### src/rtl/core_ctrl.sv
// core_ctrl: instruction sequencer for the systolic-array core.
// For each kernel position (kij) it runs five phases in order:
//   1. stage weights into L0
//   2. load the weights into the PE array
//   3. stage activations into L0
//   4. execute
//   5. drain the OFIFO into PSUM memory, accumulating when kij > 0
//
// Ports:
//   clk          rising-edge clock
//   reset        asynchronous reset, active low
//   start        one-cycle pulse that begins a run; ignored while busy
//   kij_count    number of kernel positions, sampled on start
//   w_base       XMEM weight base address, sampled on start
//   x_base       XMEM activation base address, sampled on start
//   p_base       PMEM psum base address, sampled on start
//   ofifo_valid  OFIFO holds a row
//   inst         registered 34-bit instruction word
//   busy         high while a run is in progress (including the done cycle)
//   done         one-cycle completion pulse
//
// Optional build macro CORE_CTRL_READBACK_EN: when defined, a READBACK
// phase after the final drain reads every psum back from PMEM.
//
// state     | meaning
// ----------+-----------------------------------------------------------
// IDLE      | waiting for start, inst = idle word
// W_L0      | XMEM weight reads, L0 writes one cycle behind (col+1 cycles)
// W_LOAD    | load into PE array, L0 read for first col cycles
// X_L0      | XMEM activation reads, L0 writes one cycle behind
// X_EXEC    | execute with L0 read (len_nij cycles)
// DRAIN     | OFIFO read, then PMEM write the following cycle
// READBACK  | PMEM reads of final psums (optional build only)
// DONE      | one-cycle done pulse
module core_ctrl #(
  parameter int row     = 8,
  parameter int col     = 8,
  parameter int len_nij = 36,
  parameter int kij_w   = 4
) (
  input  logic             clk,
  input  logic             reset,
  input  logic             start,
  input  logic [kij_w-1:0] kij_count,
  input  logic [10:0]      w_base,
  input  logic [10:0]      x_base,
  input  logic [10:0]      p_base,
  input  logic             ofifo_valid,
  output logic [33:0]      inst,
  output logic             busy,
  output logic             done
);

  localparam logic [33:0] IDLE_INST = 34'h1_800C_0000;
  localparam int C_MAX = ((len_nij + 1) > (row + col)) ? (len_nij + 1) : (row + col);
  localparam int CW    = $clog2(C_MAX + 1);
  localparam int NW    = $clog2(len_nij + 1);

  localparam logic [CW-1:0] C_COL       = CW'(col);
  localparam logic [CW-1:0] C_LOAD_LAST = CW'(row + col - 1);
  localparam logic [CW-1:0] C_LEN       = CW'(len_nij);
  localparam logic [CW-1:0] C_LEN_LAST  = CW'(len_nij - 1);
  localparam logic [NW-1:0] N_LEN       = NW'(len_nij);

  typedef enum logic [2:0] {
    S_IDLE, S_W_L0, S_W_LOAD, S_X_L0, S_X_EXEC, S_DRAIN, S_DONE, S_READBACK
  } state_t;

  state_t           state_q, state_d;
  logic [CW-1:0]    c_q, c_d;
  logic [kij_w-1:0] k_q, k_d, kij_q, kij_d;
  logic [10:0]      w_base_q, w_base_d, x_base_q, x_base_d, p_base_q, p_base_d;
  logic [NW-1:0]    r_q, r_d, n_q, n_d;
  logic [33:0]      inst_q, inst_d;
  logic             busy_q, busy_d, done_q, done_d;

  logic             acc_en, cen_p, wen_p, cen_x, ofifo_rd, l0_rd, l0_wr, exe, load;
  logic [10:0]      a_p, a_x;
  logic             rd_now, wr_now, last_kij;
  logic [kij_w:0]   k_next_ext;

  // The instruction word is registered, so its fields are computed from the
  // next state/counter values. ofifo_valid is therefore sampled on the edge
  // that launches the matching ofifo_rd.
  always_comb begin
    state_d  = state_q;
    c_d      = c_q + CW'(1);
    k_d      = k_q;
    kij_d    = kij_q;
    w_base_d = w_base_q;
    x_base_d = x_base_q;
    p_base_d = p_base_q;
    r_d      = r_q;
    n_d      = n_q;

    rd_now     = (state_q == S_DRAIN) && inst_q[6];
    wr_now     = (state_q == S_DRAIN) && !inst_q[31];
    k_next_ext = {1'b0, k_q} + {{kij_w{1'b0}}, 1'b1};
    last_kij   = k_next_ext >= {1'b0, kij_q};

    case (state_q)
      S_IDLE: begin
        c_d = '0;
        r_d = '0;
        n_d = '0;
        if (start) begin
          kij_d    = kij_count;
          w_base_d = w_base;
          x_base_d = x_base;
          p_base_d = p_base;
          k_d      = '0;
          state_d  = (kij_count == '0) ? S_DONE : S_W_L0;
        end
      end
      S_W_L0:   if (c_q == C_COL)       begin state_d = S_W_LOAD; c_d = '0; end
      S_W_LOAD: if (c_q == C_LOAD_LAST) begin state_d = S_X_L0;   c_d = '0; end
      S_X_L0:   if (c_q == C_LEN)       begin state_d = S_X_EXEC; c_d = '0; end
      S_X_EXEC: if (c_q == C_LEN_LAST) begin
        state_d = S_DRAIN;
        c_d     = '0;
        r_d     = '0;
        n_d     = '0;
      end
      S_DRAIN: begin
        c_d = c_q;
        // Leave only in the cycle that carries the final PMEM write.
        if (wr_now && (n_q == N_LEN)) begin
          c_d = '0;
          if (last_kij) begin
`ifdef CORE_CTRL_READBACK_EN
            state_d = S_READBACK;
`else
            state_d = S_DONE;
`endif
          end else begin
            k_d     = k_q + kij_w'(1);
            state_d = S_W_L0;
          end
        end
      end
`ifdef CORE_CTRL_READBACK_EN
      S_READBACK: if (c_q == C_LEN) begin state_d = S_DONE; c_d = '0; end
`endif
      S_DONE: begin
        state_d = S_IDLE;
        c_d     = '0;
      end
      default: state_d = S_IDLE;
    endcase

    acc_en   = 1'b0;
    cen_p    = 1'b1;
    wen_p    = 1'b1;
    a_p      = '0;
    cen_x    = 1'b1;
    a_x      = '0;
    ofifo_rd = 1'b0;
    l0_rd    = 1'b0;
    l0_wr    = 1'b0;
    exe      = 1'b0;
    load     = 1'b0;

    case (state_d)
      S_W_L0: begin
        if (c_d < C_COL) begin
          cen_x = 1'b0;
          a_x   = w_base_d + 11'(k_d) * 11'(col) + 11'(c_d);
        end
        l0_wr = (c_d != '0);
      end
      S_W_LOAD: begin
        load  = 1'b1;
        l0_rd = (c_d < C_COL);
      end
      S_X_L0: begin
        if (c_d < C_LEN) begin
          cen_x = 1'b0;
          a_x   = x_base_d + 11'(c_d);
        end
        l0_wr = (c_d != '0);
      end
      S_X_EXEC: begin
        exe   = 1'b1;
        l0_rd = 1'b1;
      end
      S_DRAIN: begin
        if (ofifo_valid && (r_d < N_LEN)) begin
          ofifo_rd = 1'b1;
          r_d      = r_d + NW'(1);
        end
      end
`ifdef CORE_CTRL_READBACK_EN
      S_READBACK: begin
        if (c_d < C_LEN) begin
          cen_p = 1'b0;
          a_p   = p_base_d + 11'(c_d);
        end
      end
`endif
      default: ;
    endcase

    // The write for a read always lands in the next cycle, whatever
    // ofifo_valid does meanwhile.
    if (rd_now) begin
      cen_p  = 1'b0;
      wen_p  = 1'b0;
      a_p    = p_base_q + 11'(n_q);
      acc_en = (k_q != '0);
      n_d    = n_q + NW'(1);
    end

    inst_d = {acc_en, cen_p, wen_p, a_p, cen_x, 1'b1, a_x,
              ofifo_rd, 2'b00, l0_rd, l0_wr, exe, load};
    busy_d = (state_d != S_IDLE);
    done_d = (state_d == S_DONE);
  end

  always_ff @(posedge clk or negedge reset) begin
    if (!reset) begin
      state_q  <= S_IDLE;
      c_q      <= '0;
      k_q      <= '0;
      kij_q    <= '0;
      w_base_q <= '0;
      x_base_q <= '0;
      p_base_q <= '0;
      r_q      <= '0;
      n_q      <= '0;
      inst_q   <= IDLE_INST;
      busy_q   <= 1'b0;
      done_q   <= 1'b0;
    end else begin
      state_q  <= state_d;
      c_q      <= c_d;
      k_q      <= k_d;
      kij_q    <= kij_d;
      w_base_q <= w_base_d;
      x_base_q <= x_base_d;
      p_base_q <= p_base_d;
      r_q      <= r_d;
      n_q      <= n_d;
      inst_q   <= inst_d;
      busy_q   <= busy_d;
      done_q   <= done_d;
    end
  end

  assign inst = inst_q;
  assign busy = busy_q;
  assign done = done_q;

endmodule

### config.mk
export PLATFORM = sky130hd
export DESIGN_NAME = core_ctrl
export DESIGN_NICKNAME = d
export VERILOG_FILES = /design/src/rtl/core_ctrl.sv
export SDC_FILE = /design/constraint.sdc
export NUM_CORES = 1
export LEC_CHECK = 0
export ABC_AREA = 1
export CAP_MARGIN = 20
export CORE_MARGIN = 5
export CORE_UTILIZATION = 45
export CTS_CLUSTER_DIAMETER = 200
export DETAILED_ROUTE_END_ITERATION = 8
export PLACE_DENSITY = 0.64
export SETUP_SLACK_MARGIN = 0.02
export SLEW_MARGIN = 20
export SYNTH_ARGS = -nofsm -noshare
export SYNTH_HDL_FRONTEND = slang
export SYNTH_SLANG_ARGS = --single-unit
### constraint.sdc
create_clock -name clk -period 5.52 [get_ports clk]
set_input_delay 0.828 -clock clk [delete_from_list [all_inputs] [get_ports clk]]
set_output_delay 0.828 -clock clk [all_outputs]
set_load 0.01 [all_outputs]
==> flow_summary.json <==
{
  "grt-ovfl-total": 0,
  "wl_met1_mm": 5.99,
  "grt_max_degree": 63,
  "die_w_um": 122,
  "ys_seq_area_frac": 0.415,
  "relSlewSlack": 0.477,
  "layout_commonest_cell": "nand2_1",
  "wire_per_inst_um": 13.6,
  "vias": 4924,
  "max_clock_freq_mhz": 244,
  "synth_compound_area_frac": 0.0739,
  "wl_met2_mm": 6.41,
  "antenna_cells": 0,
  "numClockSinks": 94,
  "worstPathArrival_ns": 4.39,
  "cts.repair.resized": 0,
  "finish.utilization": 0.549,
  "vdd_ir_drop_max_uv": 272,
  "fin_crit_ns": 4.10,
  "reg2reg_from": "k_q[0]",
  "port_buffers": 73,
  "clkTransAtPathRegs_ns": 0.07,
  "r2r_end": "inst[15]",
  "drt_iter0_drc": 319,
  "io_pins": 77,
  "ys_seq_elements": 94,
  "drv_cap": 0,
  "placedInstanceArea_um2": 6540,
  "synthAdderAreaFrac": 0.0962,
  "core_area_um2": 12500,
  "finalSetupViolations": 0,
  "crit_required_ns": 5.81,
  "grt_usage": 0.192,
  "place_congestion": 0.858,
  "postRouteAntennaNets": 0,
  "cts_hold_buf": 0,
  "worst_slew_pin_slew_ns": 0.785,
  "final.setup.worst_slack_ns": 1.42,
  "rr_worst_depth": 20,
  "final_cell_mix": "nand2_1, inv_1, dfrtp_1",
  "synth_mux_area_frac": 0,
  "dp_hpwl_mm": 10.2,
  "dieArea_um2": 15000,
  "reg2reg_slack_ns": 1.42,
  "numCtsBuffers": 9,
  "clk_latency_ns": 0.35,
  "detailedPlace.worstSlack_ns": 1.41,
  "cp_max_fo": 5,
  "yosys_warnings": 0,
  "status": "complete, no violations",
  "fill_cells": 1172,
  "start_util": 0.455,
  "area_growth_pct": 20.7,
  "cp-end-kind": "flip-flop",
  "wirelength_mm": 13.4,
  "design_area_um2": 6850,
  "vias_per_cell": 4.98,
  "p_leak_nw": 3.57,
  "hp-class": "primary input to async pin",
  "grt_pass1_vias": 4825,
  "fin_setup_tns_ns": 0,
  "ys_types": 39,
  "firstDrtPassIters": 5,
  "async_flop_share": 1.00,
  "rows": 41,
  "dp.cells": 973,
  "fin_worst_skew_ns": 0.00930,
  "synth-xor-area-share": 0.0309,
  "synth_top_family_by_area": "simple AND/OR/NAND/NOR gates",
  "die_h_um": 122,
  "cp-start-kind": "flip-flop",
  "grt_pass1_wl_mm": 22.6,
  "top_layer": "met4",
  "wl_met3_um": 675,
  "finalCritPeriodShare": 0.742,
  "cts.path.max_buffers": 2,
  "syn-mean-instance-area_um2": 7.65,
  "antenna_found_initial": 0,
  "synth_edf_count": 0,
  "whs_ns": 0.397,
  "p_per_area_nw_per_um2": 486,
  "final_hold_viol_count": 0,
  "htreeDepth": 3,
  "fin_cells": 989,
  "drive_gt1_frac": 0.0661,
  "cts_setup_buffers": 0,
  "p_total_mw": 3.33,
  "rsz0062_at_grt": "false",
  "synthFlopType": "dfrtp_1",
  "crit_type": "flip-flop to flip-flop",
  "synthSimpleGateAreaFrac": 0.292,
  "drv_slew": 0,
  "synth_cells": 742,
  "drc": 0,
  "fin_nets": 893,
  "cts_tree": "yes",
  "syn-cell-area_um2": 5670,
  "root_buffer": "clkbuf_16"
}
[synth_stat cells, types with 3 or more instances]
cell,count,area share
nand2_1,220,0.15
inv_1,102,0.067
dfrtp_1,92,0.41
nand3_1,54,0.048
nor2_1,54,0.036
ha_1,34,0.075
o21ai_0,34,0.030
a21oi_1,24,0.021
nand4_1,16,0.018
xor2_1,13,0.020
nor3_1,9,0.0079
inv_2,8,0.0053
nand2_2,8,0.0088
buf_4,7,0.0093
clkbuf_1,7,0.0046
nor2_2,7,0.0077
xnor2_1,7,0.011
fa_1,6,0.021
o21ai_1,6,0.0053
buf_2,4,0.0035
nor2_4,3,0.0060
or2_2,3,0.0033
[critical path, stage by stage, from the launching register on]
cell     delay (ns)
dfrtp_1        0.44
ha_1           0.24
xor2_1         0.21
ha_1           0.27
o21a_1         0.17
nand2_1        0.12
nand3_1        0.14
nand2_1        0.15
nand2_1        0.09
nor2_1         0.17
o21ai_0        0.18
fa_1           0.48
ha_1           0.38
a21oi_1        0.22
nand2_1        0.11
nand3_1        0.08
nand3_1        0.12
xor2_1         0.17
inv_1          0.07
nand4_1        0.09
nand2_1        0.11
[per-layer routing]
layer	global-route usage	up-vias
li1	-	2483
met1	0.243	2292
met3	0.0355	22
met5	0	-
met4	0.0868	0
met2	0.322	127
[area by class of cell]
| type | count | area [µm²] | share of cell area |
|---|---|---|---|
| Clock inverter | 3 | 45.0 | 0.00658 |
| Inverter | 110 | 413 | 0.0603 |
| Sequential cell | 94 | 2350 | 0.344 |
| Multi-Input combinational cell | 521 | 2810 | 0.410 |
| Clock buffer | 13 | 260 | 0.0380 |
| Timing Repair Buffer | 76 | 751 | 0.110 |
| Tap cell | 172 | 215 | 0.0314 |
[power by group]
group | internal, mW | switching (mW)
Combinational | 0.610 | 1.06
Sequential | 0.908 | 0.113
Clock | 0.376 | 0.263
[cells by family (layout without fill, tap and decap cells)]
| family | after synthesis | in the layout |
|---|---|---|
| AOI/OAI and AO/OA | 77 | 77 |
| xor gates and xnor gates | 20 | 20 |
| adders and majority gates | 40 | 40 |
| buffers and inverters | 128 | 202 |
| DFF | 94 | 94 |
| other | 2 | 3 |
| and+or+nand+nor | 381 | 381 |
[sequential cells by signal (all words and copies together), names as in the netlist]
| signal | cells |
|---|---|
| w_base_q | 11 |
| inst | 30 |
| r_q | 6 |
| n_q | 6 |
| p_base_q | 11 |
| state_q | 3 |
| c_q | 6 |
| done | 1 |
| k_q | 4 |
| x_base_q | 11 |
| busy | 1 |
| kij_q | 4 |
[worst max-delay path by stage]
stage,from,endpoint,slack (ns),cells after the start
detailed placement,start,inst[16],1.41,20
finish,k_q[0],inst[15],1.42,20
floorplan,k_q[2],inst[15],2.01,22
global route,k_q[2],inst[17],1.11,23
CTS,k_q[0],inst[15],1.41,20
global placement,start,inst[16],1.51,20
(Power assumes the default switching activity.)
